**config.mk**
```make
export PLATFORM = sky130hd
export DESIGN_NAME = adc_mcp3008_responder
export DESIGN_NICKNAME = d
export VERILOG_FILES = /design/src/rtl/adc_mcp3008_responder.sv
export SDC_FILE = /design/constraint.sdc
export NUM_CORES = 1
export LEC_CHECK = 0
export ABC_AREA = 1
export ABC_CLOCK_PERIOD_IN_PS = 5020
export CELL_PAD_IN_SITES_DETAIL_PLACEMENT = 0
export CELL_PAD_IN_SITES_GLOBAL_PLACEMENT = 1
export CORE_MARGIN = 3
export CORE_UTILIZATION = 37
export DETAILED_ROUTE_END_ITERATION = 10
export GPL_TIMING_DRIVEN = 0
export PLACE_DENSITY = 0.93
export SLEW_MARGIN = 20
export SYNTH_ARGS = -nofsm -noshare
export SYNTH_HDL_FRONTEND = slang
export SYNTH_SLANG_ARGS = --single-unit
```
**constraint.sdc**
```tcl
create_clock -name clk -period 5.02 [get_ports clk]
set_input_delay 1.506 -clock clk [delete_from_list [all_inputs] [get_ports clk]]
set_output_delay 1.506 -clock clk [all_outputs]
set_load 0.005 [all_outputs]
```
**src/rtl/adc_mcp3008_responder.sv**
```systemverilog
// adc_mcp3008_responder: SPI mode-0 responder that emulates an MCP3008
// 8-channel 10-bit ADC. Every SPI pin is oversampled in the clk domain
// (clk >= 8x SCLK); nothing is clocked by SCLK.
// Optional build macro: MCP3008_LSB_TAIL_EN -- after B0, repeat B1..B9
// LSB-first like the real part, then drive zeros. Undefined: zeros after B0.

// Per-pin synchronizer plus one edge-detect flop. Reset value is per pin so
// an idle-high csn does not produce a spurious edge when reset releases.
module adc_mcp3008_sync #(
  parameter int   STAGES  = 2,
  parameter logic RST_VAL = 1'b0
) (
  input  logic clk,
  input  logic aclr_n,
  input  logic sclr,
  input  logic d,
  output logic q,
  output logic q_prev
);
  logic [STAGES-1:0] pipe;

  // Shift the pin through the synchronizer and keep the previous output.
  always_ff @(posedge clk or negedge aclr_n) begin
    if (!aclr_n) begin
      pipe   <= {STAGES{RST_VAL}};
      q_prev <= RST_VAL;
    end else if (sclr) begin
      pipe   <= {STAGES{RST_VAL}};
      q_prev <= RST_VAL;
    end else begin
      pipe   <= {pipe[STAGES-2:0], d};
      q_prev <= pipe[STAGES-1];
    end
  end

  assign q = pipe[STAGES-1];
endmodule

module adc_mcp3008_responder #(
  parameter int ADC_WIDTH   = 10,
  parameter int SYNC_STAGES = 2
) (
  input  logic                       clk,
  input  logic                       aclr_n,
  input  logic                       sclr,
  input  logic                       sclk,
  input  logic                       csn,
  input  logic                       mosi,
  output logic                       miso,
  output logic                       miso_oe,
  input  logic [7:0][ADC_WIDTH-1:0]  ch,
  output logic                       cmd_valid,
  output logic                       cmd_sgl,
  output logic [2:0]                 cmd_ch,
  output logic                       frame_err
);
  localparam int          NPIN     = 3;           // 0: sclk, 1: csn, 2: mosi
  localparam logic [2:0]  SYNC_RST = 3'b010;      // csn idles high
  localparam logic [3:0]  LAST_BIT = 4'(ADC_WIDTH-1);

  typedef enum logic [2:0] {
    ST_IDLE, ST_START, ST_CMD, ST_SAMPLE, ST_NULL, ST_DATA, ST_TAIL
  } state_t;

  logic [NPIN-1:0] pin_raw, pin_q, pin_prev;
  logic            sclk_rise, sclk_fall, csn_rise, csn_fall, mosi_s;

  state_t          state;
  logic [3:0]      bit_cnt;
  logic [2:0]      cmd_sr;
  logic [ADC_WIDTH-1:0] data_sr;
  logic [ADC_WIDTH-1:0] result;
  logic [ADC_WIDTH:0]   a_ext, b_ext, diff;
`ifdef MCP3008_LSB_TAIL_EN
  logic [ADC_WIDTH-1:0] res_q;
`endif

  assign pin_raw = {mosi, csn, sclk};

  genvar gi;
  generate
    for (gi = 0; gi < NPIN; gi++) begin : g_sync
      adc_mcp3008_sync #(
        .STAGES  (SYNC_STAGES),
        .RST_VAL (SYNC_RST[gi])
      ) u_sync (
        .clk    (clk),
        .aclr_n (aclr_n),
        .sclr   (sclr),
        .d      (pin_raw[gi]),
        .q      (pin_q[gi]),
        .q_prev (pin_prev[gi])
      );
    end
  endgenerate

  assign sclk_rise =  pin_q[0] & ~pin_prev[0];
  assign sclk_fall = ~pin_q[0] &  pin_prev[0];
  assign csn_rise  =  pin_q[1] & ~pin_prev[1];
  assign csn_fall  = ~pin_q[1] &  pin_prev[1];
  assign mosi_s    =  pin_q[2];

  // Conversion result for the last decoded command; differential modes
  // subtract one bit wider and clamp negative differences to zero.
  always_comb begin
    a_ext  = {1'b0, ch[{cmd_ch[2:1], 1'b0}]};
    b_ext  = {1'b0, ch[{cmd_ch[2:1], 1'b1}]};
    diff   = cmd_ch[0] ? (b_ext - a_ext) : (a_ext - b_ext);
    result = '0;
    if (cmd_sgl)
      result = ch[cmd_ch];
    else if (!diff[ADC_WIDTH])
      result = diff[ADC_WIDTH-1:0];
  end

  // Frame FSM: csn edges take priority, sclk edges advance the frame.
  always_ff @(posedge clk or negedge aclr_n) begin
    if (!aclr_n) begin
      state     <= ST_IDLE;
      bit_cnt   <= '0;
      cmd_sr    <= '0;
      data_sr   <= '0;
`ifdef MCP3008_LSB_TAIL_EN
      res_q     <= '0;
`endif
      miso      <= 1'b0;
      miso_oe   <= 1'b0;
      cmd_valid <= 1'b0;
      cmd_sgl   <= 1'b0;
      cmd_ch    <= '0;
      frame_err <= 1'b0;
    end else if (sclr) begin
      state     <= ST_IDLE;
      bit_cnt   <= '0;
      cmd_sr    <= '0;
      data_sr   <= '0;
`ifdef MCP3008_LSB_TAIL_EN
      res_q     <= '0;
`endif
      miso      <= 1'b0;
      miso_oe   <= 1'b0;
      cmd_valid <= 1'b0;
      cmd_sgl   <= 1'b0;
      cmd_ch    <= '0;
      frame_err <= 1'b0;
    end else begin
      cmd_valid <= 1'b0;
      frame_err <= 1'b0;
      if (csn_rise) begin
        // Aborted before B0 was driven: flag it to the master side.
        frame_err <= (state == ST_CMD) || (state == ST_SAMPLE) ||
                     (state == ST_NULL) || (state == ST_DATA);
        state     <= ST_IDLE;
        miso      <= 1'b0;
        miso_oe   <= 1'b0;
      end else if (csn_fall) begin
        // Also covers a missed csn rise: restart the frame.
        state     <= ST_START;
        miso      <= 1'b0;
        miso_oe   <= 1'b0;
      end else begin
        case (state)
          ST_START: begin
            if (sclk_rise && mosi_s) begin
              state   <= ST_CMD;
              bit_cnt <= '0;
            end
          end
          ST_CMD: begin
            if (sclk_rise) begin
              cmd_sr  <= {cmd_sr[1:0], mosi_s};
              bit_cnt <= bit_cnt + 4'd1;
              if (bit_cnt == 4'd3) begin
                cmd_valid <= 1'b1;
                cmd_sgl   <= cmd_sr[2];
                cmd_ch    <= {cmd_sr[1:0], mosi_s};
                state     <= ST_SAMPLE;
              end
            end
          end
          ST_SAMPLE: begin
            if (sclk_fall) begin
              data_sr <= result;
`ifdef MCP3008_LSB_TAIL_EN
              res_q   <= result;
`endif
              state   <= ST_NULL;
            end
          end
          ST_NULL: begin
            if (sclk_fall) begin
              miso_oe <= 1'b1;
              miso    <= 1'b0;
              bit_cnt <= '0;
              state   <= ST_DATA;
            end
          end
          ST_DATA: begin
            if (sclk_fall) begin
              miso    <= data_sr[ADC_WIDTH-1];
              data_sr <= {data_sr[ADC_WIDTH-2:0], 1'b0};
              bit_cnt <= bit_cnt + 4'd1;
              if (bit_cnt == LAST_BIT) begin
                bit_cnt <= '0;
                state   <= ST_TAIL;
              end
            end
          end
          ST_TAIL: begin
            if (sclk_fall) begin
`ifdef MCP3008_LSB_TAIL_EN
              if (bit_cnt < LAST_BIT) begin
                miso    <= res_q[bit_cnt + 4'd1];
                bit_cnt <= bit_cnt + 4'd1;
              end else begin
                miso    <= 1'b0;
              end
`else
              miso <= 1'b0;
`endif
            end
          end
          default: ;
        endcase
      end
    end
  end
endmodule

```
==> metrics, run 1 <==
vias after detailed routing 4551; Routed WL 12800 um; Iteration-0 DRC Markers 329; CTS Buf Count 5; relative slew slack 61.2%; Syn. warnings 0; Worst-path clk slew 70 ps; Netlist Area Pre-Place 4020 sq um; sequential area share after synthesis 22.5%; leading register cell type out of synthesis dfrtp_1; root buf cell clkbuf_8; Leakage 2.77 nW; Logic pwr share 58.0%; final setup fails 0; drt first pass iters 6; Synth Register Bits 36; layout cells sized above 1 6.68%; global-route wire length before repair 21300 um; fillcell total 1117; worst-margin pin slew 582 ps; Hold Path Depth 2; Layout Skew 4.11 ps; Final HPWL DP 10700 um; ys async rst share 100%; IO Port Bufs 93; PwrDens 249 nW/um^2; f_max 0.252 GHz; Design Power 0.00130 W; flop2flop setup slack 1710 ps; Max IR drop VDD 0.143 mV; Initial Util 38.4%; # DRC 0; critical path arrival 4190 ps; R2R depth 18; Syn Inst Count 677; CTS tree yes; CP Data Required Time 5240 ps; worst-path fanout max 7; sequential share of power 26.0%; area of the die 12100 sq um; P&R area growth vs syn 30.3%; Max Cap Viol 0; switching power share of the total 45.0%; Max Slew Vio Count 0; setup_tns 0 ps; Final Hold Fails 0; Total GRT Usage 22.0%; Max clock buf depth 2; n_diodes 0; die span in y 110 um; Synth top area share 25.0%; ranking of synthesized cells by instance count 267 x nand2_1, 75 x inv_1, 59 x nor2_1; core box area 10500 sq um; Worst-Skew Late Latency 280 ps; clock share of power 16.0%; I/O pins 94; largest area contributor in the netlist nand2_1; vias per cell 4.97; status completed; synthesized area per cell 5.93 sq um; post_cts resized 0; Synthesized Nets 789; H-Tree Depth 2; site row count 37; clock sink count 36; vias in the first global route 4494; NetSw 0.000588 W; total gr overflow 0; WL per Instance 14.0 um; unrepaired setup endpoints after global routing false; initial antenna violation count 0; largest net degree at the start of global routing 20; cell with the most instances after synthesis nand2_1; Synth cell types 42; EDFF count, synth 0; Hold Path Class reg2reg; Final min period 3980 ps; Post-CTS Setup Bufs 0; Final Cycle Share 79.2%; Crit Path Class in2reg; # nets final 890; synth top area cells nand2_1 25%, dfrtp_1 21%, ha_1 7.5%, inv_1 7.0%, o21ai_0 6.0%; internal power 0.000717 W; crit path launch type input pin; # hold bufs at CTS 0; RD Place Congestion 0.977; critical path endpoint category register; post-route ant nets 0; Die Span X 110 um
## routing by layer
layer  vias up  share of wire [%]  global-route usage [%]
met5         -                  0                       0
met1      2066                 47                    30.2
met2       145                 46                    36.8
met3        17                5.9                    3.55
met4         0                1.2                    3.78
li1       2323                  -                       -
## cell families (layout without fill, tap and decap cells)
kind of cell	Yosys count	after routing	synth area share (%)
muxes	14	14	3.52
AOI/OAI and AO/OA	98	98	13.7
xor gates and xnor gates	7	7	1.53
buffers and inverters	109	211	10.9
and+or+nand+nor	387	387	39.3
adders and majority gates	26	26	8.47
DFF	36	36	22.5
## flip-flops by register name, summed over array words and instances (netlist names)
register              cells
frame_err                 1
miso_oe                   1
g_sync.u_sync.q_prev      2
state                     3
cmd_sgl                   1
data_sr                  10
cmd_sr                    3
g_sync.u_sync.pipe        6
cmd_valid                 1
bit_cnt                   4
miso                      1
cmd_ch                    3
## power by group through the flow
stage	logic [W]	registers (W)	clock network, W
floorplan	0.000516	0.000338	0
global placement	0.000734	0.000342	0
detailed placement	0.000746	0.000344	0
CTS	0.000750	0.000339	0.000215
global route	0.000861	0.000344	0.000227
finish	0.000757	0.000339	0.000209
## critical path: stages
cell,delay (ps)
clkdlybuf4s50_1,450
nand2_1,40
and2_1,170
or2_2,270
o21ai_0,180
inv_1,90
ha_1,390
nand2_1,170
nor2_1,190
nand3_1,90
nand4_1,130
nand3_2,180
o21ai_0,220
nand2_1,70
nand2_1,60
## per-stage QoR
step	setup slack, ps	std cells	hold WS, ps	instance area (sq um)	utilization [%]
final	1040	915	465	5230	50.0
after global routing	710	915	483	5230	50.0
after CTS	1040	915	473	5230	50.0
after detailed placement	750	907	461	5140	49.1
after global placement	768	906	437	5120	48.9
after floorplan	1670	677	434	4020	-
## final timing paths
kind                                                    start                                  to
max reg2reg                             cmd_ch[2]$_DFFE_PN0P_              data_sr[6]$_DFFE_PN0P_
min reg2reg                g_sync[0].u_sync.pipe[0]$_DFF_PN0_  g_sync[0].u_sync.pipe[1]$_DFF_PN0_
max in group asynchronous                              aclr_n  g_sync[1].u_sync.pipe[1]$_DFF_PN1_
min in group asynchronous                              aclr_n                    miso$_DFFE_PN0P_
min                        g_sync[0].u_sync.pipe[0]$_DFF_PN0_  g_sync[0].u_sync.pipe[1]$_DFF_PN0_
max                                                    ch[35]              data_sr[8]$_DFFE_PN0P_
## layout by cell type, fill, tap and decap left out, drive strengths merged, types with 4 or more instances in the layout
cell type and instances:
ha 24, inv 81, buf 23, o21bai 6, or2 4, xor2 5, a21oi 25, dfrtp 33
clkdlybuf4s50 92, nor2 63, nor3 5, nand2 270, o21ai 55, nand3 38, mux2i 13, clkbuf 14
## layout make-up
class | instances | area (sq um) | area share, %
buffer | 28 | 135 | 2.58
clock buffer | 7 | 86.3 | 1.65
clock inverter | 1 | 7.51 | 0.143
inverter | 81 | 304 | 5.81
multi-input combinational | 532 | 2670 | 51.1
sequential | 36 | 905 | 17.3
tap | 136 | 170 | 3.25
timing repair buffer | 94 | 953 | 18.2
Power figures use the tool's default switching activity.
==> run 2, diff against run 1 <==
- ABC_CLOCK_PERIOD_IN_PS: 5020 -> 3700
- CORE_UTILIZATION: 37 -> 35
- PLACE_DENSITY: 0.93 -> 0.88
- clock period: 5.02 -> 3.7 ns (I/O delays scaled with it)
==> metrics, run 2 (same netlist as run 1, synthesis figures left out) <==
status completed; CTS Buf Count 5; site row count 38; Max clock buf depth 2; Top reg by flops data_sr; Design Power 0.00191 W; Layout Skew 5.27 ps; Final min period 3450 ps; pre-CTS setup slack -139 ps; Final Hold Fails 0; commonest non-fill, non-tap cell in the layout nand2_1; crit path launch ch[0]; CTS tree yes; unrepaired setup endpoints after global routing false; WL per Instance 14.1 um; Max IR drop VDD 0.239 mV; post-route ant nets 0; Routed WL 13000 um; Final HPWL DP 10900 um; PnR worst setup slack 246 ps; P&R area growth vs syn 31.8%; number of flip-flops under the largest register name 10; core box area 11000 sq um; vias after detailed routing 4562; clock sink count 36; I/O pins 94; H-Tree Depth 2; total gr overflow 0; f_max 0.290 GHz; PwrDens 360 nW/um^2; layout cells sized above 1 6.93%; CP Data Required Time 3870 ps; Iteration-0 DRC Markers 299; # nets final 890; Max Cap Viol 0; Die Span X 113 um; worst-path fanout max 3; area of the die 12800 sq um; drt first pass iters 5; Max Slew Vio Count 0; crit path launch type input pin; critical path arrival 3620 ps; IO Port Bufs 93; fillcell total 1155; die span in y 113 um; Total GRT Usage 20.9%; vias in the first global route 4597; Top Registers data_sr x10, g_sync.u_sync.pipe x6, bit_cnt x4; Worst-path clk slew 60 ps; vias per cell 4.96; Initial Util 36.4%; Leakage 2.80 nW; largest net degree at the start of global routing 20; root buf cell clkbuf_16; relative slew slack 60.8%; global-route wire length before repair 22000 um; placed cells 911; r2r startpoint cmd_ch[2]$_DFFE_PN0P_; critical hold path startpoint g_sync[2].u_sync.pipe[0]$_DFF_PN0_; most frequent cells in the layout 267 x nand2_1, 92 x clkdlybuf4s50_1, 75 x inv_1; initial antenna violation count 0; RD Place Congestion 0.909; Crit Path Class in2reg; critical path endpoint category register; final setup fails 0; n_diodes 0; Hold Path Class reg2reg; worst-margin pin slew 588 ps; Layout Cells excl Fill 919; # DRC 0; Post-CTS Setup Bufs 0; Final Cycle Share 93.3%; Worst-Skew Late Latency 280 ps
-- run 2: cell count changes in the layout (fill, tap and decap cells not counted) --
| cell | change |
|---|---|
| a21boi_0 | -1 |
| a21boi_1 | +1 |
| clkbuf_1 | -1 |
| clkbuf_16 | +5 |
| clkbuf_8 | -6 |
| clkinv_2 | +2 |
| clkinv_4 | +1 |
| clkinvlp_4 | -1 |
| o21ai_0 | -6 |
| o21ai_1 | +5 |
| o21ai_2 | +1 |
-- run 2: area by class of cell --
type                       instances  area (sq um)  share of cell area, %
tap                              140           175                   3.31
timing repair buffer              94           953                   18.0
inverter                          81           304                   5.74
buffer                            28           135                   2.55
clock buffer                       5           125                   2.36
multi-input combinational        532          2680                   50.6
clock inverter                     3          18.8                  0.355
sequential                        36           905                   17.1
-- run 2: critical path, cell delays in order --
cell and delay, ps:
clkdlybuf4s50_1 450, inv_1 40, o21ai_1 140, o21ai_0 160
inv_1 90, ha_1 130, inv_1 90, fa_1 520
nand3_1 100, nand2_1 80, nand2_1 70, nand2_1 90
nand2_1 70, nand2_1 80, xor2_1 160, nand2_1 70
nand2_1 60, nand2_1 60, nand2_1 40
-- run 2: metrics by stage --
stage                     TNS [ps]  cell area [sq um]  hold WS [ps]  utilization (%)
final                            0               5290           468             48.0
after global routing             0               5290           481             48.0
after CTS                        0               5290           472             47.9
after detailed placement      -954               5140           459             46.6
after global placement        -611               5120           438             46.4
after floorplan                  0               4020           434                -
-- run 2: worst paths after layout --
kind | to | slack [ps] | cells after the start
min in group asynchronous | cmd_valid$_DFF_PN0_ | 780 | 1
worst min register to register | g_sync[2].u_sync.pipe[1]$_DFF_PN0_ | 470 | 2
worst min-delay path | g_sync[2].u_sync.pipe[1]$_DFF_PN0_ | 470 | 2
worst max-delay path | data_sr[6]$_DFFE_PN0P_ | 250 | 19
worst max register to register | data_sr[8]$_DFFE_PN0P_ | 420 | 16
max in group asynchronous | g_sync[1].u_sync.pipe[1]$_DFF_PN1_ | 2390 | 2
-- run 2: power by group --
part	total, W	leakage [nW]	internal, W	switching, W
sequential	0.000459	0.484	0.000425	0.0000341
combinational	0.00104	2.24	0.000399	0.000639
clock	0.000407	0.0736	0.000248	0.000160
total	0.00191	2.80	0.00107	0.000833
-- run 2: repair_timing --
item,4_1_cts,5_1_grt
setup endpoints to repair,0,10
resized for setup,0,8
hold buffers,0,0
-- run 2: per-layer routing --
| layer | track usage (%) | share of wire [%] | up-vias |
|---|---|---|---|
| met2 | 32.7 | 44 | 134 |
| li1 | - | - | 2327 |
| met4 | 5.45 | 1.7 | 0 |
| met1 | 30.3 | 48 | 2081 |
| met3 | 2.73 | 5.9 | 20 |
| met5 | 0 | 0 | - |
==> run 3, diff against run 2 <==
- GPL_TIMING_DRIVEN: 0 -> not set
- SLEW_MARGIN: 20 -> 40
==> metrics, run 3 (same netlist as run 1, synthesis figures left out) <==
Routed WL 12100 um; fillcell total 1140; placed cells 896; number of flip-flops under the largest register name 10; post_cts resized 0; final setup fails 0; area occupied by multi-input gates 2680 sq um; core box area 11000 sq um; Hold Path Class reg2reg; clock sink count 36; IO Port Bufs 93; Total GRT Usage 19.0%; I/O pins 94; Die Span X 113 um; critical path arrival 3620 ps; n_diodes 0; status completed; relative slew slack 48.8%; P&R area growth vs syn 30.8%; Final Hold Fails 0; PwrDens 364 nW/um^2; Initial Util 36.4%; Leakage 2.77 nW; largest net degree at the start of global routing 52; Crit Path Class in2reg; Storage cell area 906 sq um; Final Cycle Share 93.4%; Max clock buf depth 2; Layout Cells excl Fill 904; drt first pass iters 5; Max Cap Viol 0; CTS Buf Count 5; unrepaired setup endpoints after global routing false; layout cells sized above 1 6.28%; Post-CTS Setup Bufs 0; commonest non-fill, non-tap cell in the layout nand2_1; initial antenna violation count 0; CTS tree yes; f_max 0.289 GHz; H-Tree Depth 2; critical path endpoint category register; global-route wire length before repair 20200 um; # nets final 875; Final min period 3460 ps; PnR worst setup slack 242 ps; vias in the first global route 4326; worst-path fanout max 7; Layout Skew 6.28 ps; Top Registers data_sr x10, g_sync.u_sync.pipe x6, bit_cnt x4; Iteration-0 DRC Markers 338; Design Power 0.00191 W; pre-CTS setup slack -106 ps; crit path launch type input pin; Top reg by flops data_sr; vias after detailed routing 4458; # DRC 0; area of the die 12800 sq um; most frequent cells in the layout 267 x nand2_1, 93 x clkdlybuf4s50_1, 75 x inv_1; worst-margin pin slew 767 ps; Worst-path clk slew 60 ps; Fin Hold WS 467 ps; post-route ant nets 0; RD Place Congestion 0.948; vias per cell 4.93; die span in y 113 um; fin util 47.6%; Final HPWL DP 9560 um; site row count 38; Max IR drop VDD 0.219 mV; Worst-Skew Late Latency 280 ps; WL per Instance 13.4 um; CP Data Required Time 3860 ps; root buf cell clkbuf_16; Max Slew Vio Count 0; total gr overflow 0; # hold bufs at CTS 0
## run 3: area by class of cell
type | instances | share of cell area (%)
clock buffers | 7 | 2.71
flip-flops and latches | 36 | 17.2
well taps | 140 | 3.33
multi-input cells | 532 | 51.1
inverters | 81 | 5.79
clock inverters | 1 | 0.143
repair buffers | 107 | 19.7
## run 3: worst paths after layout
path	start	to	slack, ps	depth (start not counted)
max reg2reg	cmd_ch[2]$_DFFE_PN0P_	data_sr[5]$_DFFE_PN0P_	500	14
min in group asynchronous	aclr_n	miso_oe$_DFFE_PN0P_	1260	2
max	ch[35]	data_sr[5]$_DFFE_PN0P_	240	15
min reg2reg	g_sync[2].u_sync.pipe[0]$_DFF_PN0_	g_sync[2].u_sync.pipe[1]$_DFF_PN0_	470	2
max in group asynchronous	aclr_n	g_sync[1].u_sync.pipe[1]$_DFF_PN1_	2100	2
min	g_sync[2].u_sync.pipe[0]$_DFF_PN0_	g_sync[2].u_sync.pipe[1]$_DFF_PN0_	470	2
## run 3: critical path: stages
cell	delay, ps
clkdlybuf4s50_1	450
nand2_1	50
and2_1	190
or2_2	280
o21ai_2	100
inv_1	70
ha_1	360
nand2_1	170
nor2_1	70
o21ai_0	170
nand4_1	160
nand3_4	150
nor2_1	60
o21ai_1	150
nand2_1	70
## run 3: per-stage QoR
stage | cell area, sq um | setup TNS (ps)
finish | 5260 | 0
detailed placement | 5090 | -867
floorplan | 4020 | 0
global placement | 5090 | -83.9
global route | 5260 | 0
CTS | 5240 | 0
## run 3: power breakdown
part / leakage [nW] / total (W) / switching (W) / internal (W)
clock: 0.0701 / 0.000426 / 0.000158 / 0.000268
combinational: 2.22 / 0.00103 / 0.000622 / 0.000406
sequential: 0.482 / 0.000460 / 0.0000345 / 0.000425
## run 3: routing by layer
layer	track usage, %	vias up	part of all wire (%)
met2	31.4	114	46
met3	1.82	13	4.4
met5	0	-	0
met4	3.77	0	1.0
met1	27.1	2036	48
li1	-	2295	-
